`src/rtl/ahb_slave_bridge.sv`:
```
// AHB-Lite slave to simple back-end request/ready bridge.
// Accepts one AHB transfer at a time and forwards it to the back-end.
// Misaligned transfers are rejected with a two-cycle ERROR response.
// Back-end errors also produce a two-cycle ERROR response.
//
// state  | meaning
// IDLE   | no data phase pending, zero-wait OKAY
// ACCESS | back-end request active, waiting for ready
// ERR1   | first ERROR cycle (hreadyout low)
// ERR2   | second ERROR cycle (hreadyout high), may accept next transfer
module ahb_slave_bridge #(
  parameter int AHB_ADDR_WIDTH = 32,
  parameter int AHB_DATA_WIDTH = 32
) (
  input  logic                      clk,
  input  logic                      rstn,
  input  logic                      hsel,
  input  logic [AHB_ADDR_WIDTH-1:0] haddr,
  input  logic [1:0]                htrans,
  input  logic                      hwrite,
  input  logic [2:0]                hsize,
  input  logic [3:0]                hprot,
  input  logic [AHB_DATA_WIDTH-1:0] hwdata,
  input  logic                      hready,
  output logic                      hreadyout,
  output logic                      hresp,
  output logic [AHB_DATA_WIDTH-1:0] hrdata,
  output logic                      sel,
  output logic [AHB_ADDR_WIDTH-1:0] addr,
  output logic                      write,
  output logic [AHB_DATA_WIDTH-1:0] wdata,
  output logic [3:0]                strb,
  output logic [3:0]                prot,
  input  logic                      ready,
  input  logic [AHB_DATA_WIDTH-1:0] rdata,
  input  logic                      slave_error,
  input  logic                      other_error
);

  typedef enum logic [1:0] {
    ST_IDLE   = 2'd0,
    ST_ACCESS = 2'd1,
    ST_ERR1   = 2'd2,
    ST_ERR2   = 2'd3
  } state_e;

  state_e                    state_q, state_d;
  logic [AHB_ADDR_WIDTH-1:0] addr_q, addr_d;
  logic                      write_q, write_d;
  logic [2:0]                size_q, size_d;
  logic [3:0]                prot_q, prot_d;

  logic accept;
  logic misaligned;
  logic be_err;

  assign be_err = slave_error | other_error;

  // Alignment check on the address phase currently on the bus.
  always_comb begin
    misaligned = 1'b0;
    if (hsize > 3'd2) begin
      misaligned = 1'b1;
    end else if (hsize == 3'd1) begin
      misaligned = haddr[0];
    end else if (hsize == 3'd2) begin
      misaligned = (haddr[1:0] != 2'b00);
    end
  end

  // Next-state and AHB response; a new address phase is only taken in a
  // cycle where this slave itself is completing (hreadyout high).
  always_comb begin
    state_d   = state_q;
    addr_d    = addr_q;
    write_d   = write_q;
    size_d    = size_q;
    prot_d    = prot_q;
    hreadyout = 1'b1;
    hresp     = 1'b0;
    hrdata    = '0;
    sel       = 1'b0;
    accept    = 1'b0;

    case (state_q)
      ST_IDLE: begin
        state_d = ST_IDLE;
      end
      ST_ACCESS: begin
        sel = 1'b1;
        if (!ready) begin
          hreadyout = 1'b0;
        end else if (be_err) begin
          hreadyout = 1'b0;
          hresp     = 1'b1;
          state_d   = ST_ERR2;
        end else begin
          hrdata  = write_q ? '0 : rdata;
          state_d = ST_IDLE;
        end
      end
      ST_ERR1: begin
        hreadyout = 1'b0;
        hresp     = 1'b1;
        state_d   = ST_ERR2;
      end
      ST_ERR2: begin
        hresp   = 1'b1;
        state_d = ST_IDLE;
      end
      default: begin
        state_d = ST_IDLE;
      end
    endcase

    accept = hreadyout & hsel & hready & htrans[1];
    if (accept) begin
      addr_d  = haddr;
      write_d = hwrite;
      size_d  = hsize;
      prot_d  = hprot;
      state_d = misaligned ? ST_ERR1 : ST_ACCESS;
    end
  end

  // State and captured address-phase registers.
  always_ff @(posedge clk or negedge rstn) begin
    if (!rstn) begin
      state_q <= ST_IDLE;
      addr_q  <= '0;
      write_q <= 1'b0;
      size_q  <= 3'd0;
      prot_q  <= 4'd0;
    end else begin
      state_q <= state_d;
      addr_q  <= addr_d;
      write_q <= write_d;
      size_q  <= size_d;
      prot_q  <= prot_d;
    end
  end

  // Byte strobes for writes in ACCESS; size is already known to be aligned here.
  always_comb begin
    strb = 4'b0000;
    if ((state_q == ST_ACCESS) && write_q) begin
      case (size_q)
        3'd0:    strb = 4'b0001 << addr_q[1:0];
        3'd1:    strb = 4'b0011 << {addr_q[1], 1'b0};
        default: strb = 4'b1111;
      endcase
    end
  end

  assign addr  = addr_q;
  assign write = write_q;
  assign prot  = prot_q;
  assign wdata = hwdata;

endmodule
```
`config.mk`:
```
export PLATFORM = sky130hd
export DESIGN_NAME = ahb_slave_bridge
export DESIGN_NICKNAME = d
export VERILOG_FILES = /design/src/rtl/ahb_slave_bridge.sv
export SDC_FILE = /design/constraint.sdc
export NUM_CORES = 1
export LEC_CHECK = 0
export BUFFER_PORTS_ARGS = -buffer_cell sky130_fd_sc_hd__buf_2
export CORE_AREA = 2 2 86 88
export DETAILED_ROUTE_END_ITERATION = 10
export DIE_AREA = 0 0 88 90
export PLACE_DENSITY = 0.75
export SYNTH_ARGS = -nofsm -noshare
export SYNTH_HDL_FRONTEND = slang
export SYNTH_SLANG_ARGS = --single-unit
```
`constraint.sdc`:
```
create_clock -name clk -period 3.43 [get_ports clk]
set_input_delay 0.1715 -clock clk [delete_from_list [all_inputs] [get_ports clk]]
set_output_delay 0.1715 -clock clk [all_outputs]
set_load 0.1 [all_outputs]
```
==> results of run 1 <==
-- layer usage --
layer  vias to the layer above  track usage  share of wire
met4                         0       0.0538          0.020
met5                         -            0              0
met1                       870        0.187           0.38
li1                        850            -              -
met3                         8       0.0523          0.099
met2                       123        0.282           0.51
-- cells by family (layout without fill, tap and decap cells) --
group | count (synthesis) | in the layout | synth area share
mux | 40 | 40 | 0.250
xor+xnor | 1 | 1 | 0.00365
other cells | 0 | 2 | 0
simple gates | 44 | 44 | 0.114
buf+inv | 43 | 167 | 0.139
compound gates | 19 | 19 | 0.0547
flops | 42 | 42 | 0.438
-- cell type report --
type	instances	share of cell area
diodes	2	0.00162
clock buffers	6	0.0267
clock inverters	2	0.00405
inverters	3	0.00364
multi-input cells	104	0.330
flip-flops and latches	42	0.340
well taps	99	0.0401
repair buffers	156	0.253
-- through the flow --
stage	cells	worst slack [ps]	hold slack, ps	util
2_1_floorplan	189	531	-124	-
3_3_place_gp	404	1450	338	0.426
3_5_place_dp	404	1430	344	0.426
4_1_cts	412	1130	34.6	0.439
5_1_grt	414	1020	82.5	0.440
6_report	414	1160	11.4	0.440
-- state kept, by name, indices dropped and copies added, names as in the netlist --
signal   cells
addr        32
prot         4
size_q       3
state_q      2
write        1
-- worst max-delay path: stages, from the launching register on --
cell and delay, ps:
dfrtp_1 460, and2b_2 260, nor4b_2 180, buf_4 280, and2_1 190, buf_2 430
-- synth_stat cells --
cell | instances | area share
or2_2 | 1 | 0.0026
a31o_2 | 1 | 0.0037
o2111ai_1 | 1 | 0.0037
or4b_4 | 1 | 0.0057
o21ai_0 | 5 | 0.010
a21oi_1 | 5 | 0.010
o211a_1 | 1 | 0.0042
clkbuf_1 | 3 | 0.0047
nor4b_1 | 1 | 0.0037
mux2_4 | 40 | 0.25
buf_4 | 32 | 0.10
a21o_2 | 1 | 0.0037
inv_1 | 3 | 0.0047
nand2_1 | 2 | 0.0031
a211oi_1 | 1 | 0.0031
xor2_1 | 1 | 0.0037
nor3_1 | 2 | 0.0042
and2_1 | 32 | 0.083
buf_6 | 1 | 0.0047
nand3_1 | 1 | 0.0021
o21bai_1 | 2 | 0.0063
o211ai_1 | 1 | 0.0031
a21o_4 | 1 | 0.0063
buf_8 | 4 | 0.025
dfrtp_1 | 42 | 0.44
nand4_1 | 1 | 0.0026
and2b_2 | 1 | 0.0037
nor2_1 | 2 | 0.0031
-- final timing paths --
path,end,cells after the start,slack [ps],from
worst max-delay path,hrdata[2],5,1160,state_q[1]$_DFFE_PN0P_
worst min-delay path,addr[22]$_DFFE_PN0P_,1,10,rstn
worst max register to register,addr[12]$_DFFE_PN0P_,3,1410,state_q[1]$_DFFE_PN0P_
worst min register to register,addr[20]$_DFFE_PN0P_,1,510,addr[20]$_DFFE_PN0P_
max in group asynchronous,addr[4]$_DFFE_PN0P_,1,2860,rstn
min in group clk,addr[30]$_DFFE_PN0P_,2,110,haddr[30]
==> impl_results.md, run 1 <==
- Pin count of the biggest net entering global routing: 43
- Slew HR: 0.398
- Placed cell area: 0.00299 mm2
- Period minus WS final: 2270 ps
- Max Slew Vio Count: 0
- Core box area: 0.00702 mm2
- Via Count: 1,851
- Sequential Area: 0.00105 mm2
- Sequential area share after synthesis: 0.438
- CTS tree: done
- Final ANT Viol Nets: 0
- Final instance area: 0.00309 mm2
- Initial Util: 0.342
- WL per Instance: 16.1 um
- Nets: ~430
- Clock latency at the later pin of the worst-skew pair: roughly 290 ps
- Worst min path class: in2async
- Crit path DAT: approximately 2100 ps
- Final HPWL DP: about 5400 um
- Clock Tree Buf Depth: 2
- Total CTS buffers: 5
- CTS root buffer: clkbuf_8
- DRC: 0
- Worst Tran Pin Value: around 900 ps
- Worst Path Max Fanout: 32
- Post-Route WL: 6650 um
- Initial antenna violation count: 2
- Crit path kind: reg2out
- Placement Rows: 31
- Commonest cells after routing, fill and taps aside: buf_2 (155), dfrtp_1 (42), mux2_4 (40)
- WP data required: 3260 ps
- First-pass GRT wire length: between 9000 and 10,000 um
- Global-route usage over all layers: 0.163
- Die H: 90 um
- #FFs+latches synth: 42
- Syn Nets: 302
- Most common cell after layout, fill and taps aside: buf_2
- Post-synthesis cell type count: 28
- RePlAce Congestion: 0.837
- Synth-to-Final Area Change: 28.8%
- Post-CTS Hold Buffers: 0
- Syn_area_per_cell: 12.7 um2
- Iter 0 DRT Violations: 27
- Clock transition at path regs: around 70 ps
- Die area: 0.00792 mm2
- Fin crit share: 0.661
- Status: finished clean
- Fmax: 441 MHz
- Crit. End Element: primary output
- Layout cells sized above 1: 0.674
- CTS Sinks: 42
- Mapped Area: 0.00240 mm2
- # Max-Cap Violations: 0
- Number of synthesis warnings: 0
- Avg Vias per Cell: around 4.5
- Number of buffers added on ports: between 150 and 200
- Setup TNS: 0 ps
- Critical Path Source Type: flip-flop
- Mapped Cells: 189
- RSZ-0062 raised after global routing: false
- Number of global-route vias before repair: 1,884
- Die width: 88 um
- Io pins: approximately 220
- 1st-pass router iterations: 4
- CTS H-tree depth: 2
- Footprint of the multi-input gates: 0.00102 mm2
- Setup bufs post-CTS: 0
- Post-CTS sizing: 0
- Final setup violation count: 0
- GR Overflow Total: 0
- Hold Vio Cnt, Final: 0
- Skew final: 5.42 ps
- Number of fill cells: 684
Power of run 1 is left out: the tool's default activity adds up to more than one toggle a clock period on the data nets, which glitch-free logic cannot reach.
==> run 2: changes to the inputs <==
--- a/config.mk
+++ b/config.mk
@@ -6,10 +6,9 @@
 export NUM_CORES = 1
 export LEC_CHECK = 0
 export BUFFER_PORTS_ARGS = -buffer_cell sky130_fd_sc_hd__buf_2
-export CORE_AREA = 2 2 86 88
+export CORE_UTILIZATION = 34
 export DETAILED_ROUTE_END_ITERATION = 10
-export DIE_AREA = 0 0 88 90
-export PLACE_DENSITY = 0.75
+export PLACE_DENSITY = 0.78
 export SYNTH_ARGS = -nofsm -noshare
 export SYNTH_HDL_FRONTEND = slang
 export SYNTH_SLANG_ARGS = --single-unit
==> constraint.sdc (replaced) <==
create_clock -name clk -period 1.9 [get_ports clk]
set_input_delay 0.095 -clock clk [delete_from_list [all_inputs] [get_ports clk]]
set_output_delay 0.095 -clock clk [all_outputs]
set_load 0.1 [all_outputs]
==> run 2 against run 1 <==
Against the previous run: register-to-register slack worse by 1400 ps; clock skew increased by 10 ps; cell count stayed put; critical endpoint is now hrdata[30].
==> impl_results.md, run 2 (synthesis gave the netlist of run 1 again) <==
- Status: finished clean
- GR Overflow Total: 0
- Cell Chain, Critical Path: and2b_4 -> nor4b_4 -> buf_12 -> and2_2 -> buf_12
- DRC: 0
- Number of global-route vias before repair: 1,902
- Synth-to-Final Area Change: 57.2%
- 1st-pass router iterations: 4
- First-pass GRT wire length: approximately 9100 um
- WP data required: about 1800 ps
- Critical Path Source Type: flip-flop
- Final setup violation count: 0
- Number of buffers added on ports: 155
- Final ANT Viol Nets: 0
- Fmax: 529 MHz
- DRT met1 WL: approximately 2200 um
- Post-Route WL: 5960 um
- Hold Slack: 26.0 ps
- CTS root buffer: clkbuf_8
- Final HPWL DP: 4560 um
- Setup bufs post-CTS: 0
- # Max-Cap Violations: 0
- Worst Path Max Fanout: 32
- Die width: 86.0 um
- Commonest cells after routing, fill and taps aside: buf_2 (122), mux2_4 (40), dfrtp_1 (39)
- Global-route usage over all layers: 0.159
- Clock latency at the later pin of the worst-skew pair: 290 ps
- Iter 0 DRT Violations: 36
- DR top layer: met4
- Worst path slowest cell: dfrtp_1
- Avg Vias per Cell: 4.53
- Antenna cells: 0
- Max Slew Vio Count: 0
- Core box area: 0.00679 mm2
- Total CTS buffers: 5
- Skew final: 15.6 ps
- Slowest stage delay, CP: 420 ps
- Max FFs per register: 32
- Crit. End Element: primary output
- Io pins: 221
- Nets: 430
- Initial antenna violation count: 0
- Period minus WS final: 1890 ps
- Finished Layout Cells: just over 400
- Crit path kind: reg2out
- CTS H-tree depth: 2
- Initial Util: 0.353
- Pin count of the biggest net entering global routing: 43
- Die H: 86.0 um
- Layout cells sized above 1: 0.805
- WL per Instance: 14.4 um
- Cell family with most CP delay: simple AND/OR/NAND/NOR gates
- Via Count: around 1,900
- CTS tree: done
- Clock transition at path regs: 90 ps
- Crit path DAT: 1800 ps
- Met2 WL: around 3200 um
- Slew HR: 0.384
- Hold Vio Cnt, Final: 0
- Crit-path most repeated cell: buf_12
- Worst min path class: in2reg
- Number of buffers and inverters on the critical path: 2
- Fin crit share: 0.995
- Met3 WL: approximately 500 um
- Placement Rows: 30
- Die area: 0.00740 mm2
- Clock Tree Buf Depth: 2
- Worst Tran Pin Value: between 900 and 1000 ps
- RePlAce Congestion: between 0.7 and 0.8
- CTS Sinks: between 40 and 50
- Placed insts: about 400
- Most common cell after layout, fill and taps aside: buf_2
- RSZ-0062 raised after global routing: true
run 2: cell types whose count changed in the layout (fill, tap and decap cells not counted), moves of 3 or more:
cell     previous run  this run
a21oi_4             0         4
buf_12              0        34
and2_1             32         0
buf_2             155       122
dfrtp_2             0         3
and2_4              0        30
a21oi_1             5         1
dfrtp_1            42        39
run 2: stage by stage:
stage                     area (um2)  setup TNS [ps]   util  worst slack, ps
after floorplan                 2560            -523      -            -17.4
after global placement          3650           -86.2  0.537            -5.10
after detailed placement        3650           -1320  0.537            -44.8
after CTS                       3760           -25.2  0.554            -11.5
after global routing            3770           -3600  0.555            -83.0
final                           3770               0  0.555             9.30
run 2: area by class of cell:
type                    instances  area, um2
inverters                       3       11.3
flip-flops and latches         42       1050
clock inverters                 3       18.8
clock buffers                   5       68.8
multi-input cells             106       1180
well taps                      96        120
repair buffers                159       1320
fillers                       577       3020
run 2: layer usage:
metal	global-route usage	up-vias
li1	-	862
met3	0.0510	7
met4	0.0530	0
met5	0	-
met1	0.170	883
met2	0.295	122
run 2: final timing paths:
kind / start / endpoint / slack (ps) / depth (start not counted)
worst max-delay path: state_q[1]$_DFFE_PN0P_ / hrdata[30] / 9 / 5
worst min-delay path: hprot[2] / prot[2]$_DFFE_PN0P_ / 30 / 2
worst max register to register: state_q[0]$_DFFE_PN0P_ / addr[22]$_DFFE_PN0P_ / 40 / 3
worst min register to register: addr[14]$_DFFE_PN0P_ / addr[14]$_DFFE_PN0P_ / 510 / 1
max in group asynchronous: rstn / write$_DFFE_PN0P_ / 730 / 2
min in group asynchronous: rstn / state_q[0]$_DFFE_PN0P_ / 510 / 2
run 2: repair_timing:
item	CTS	global route
resized for setup	1	0
cloned	1	1
pin swaps	0	0
hold buffers	1	0
setup endpoints to repair	44	35
hold endpoints to repair	42	0
Power of run 2 is left out for the same reason.
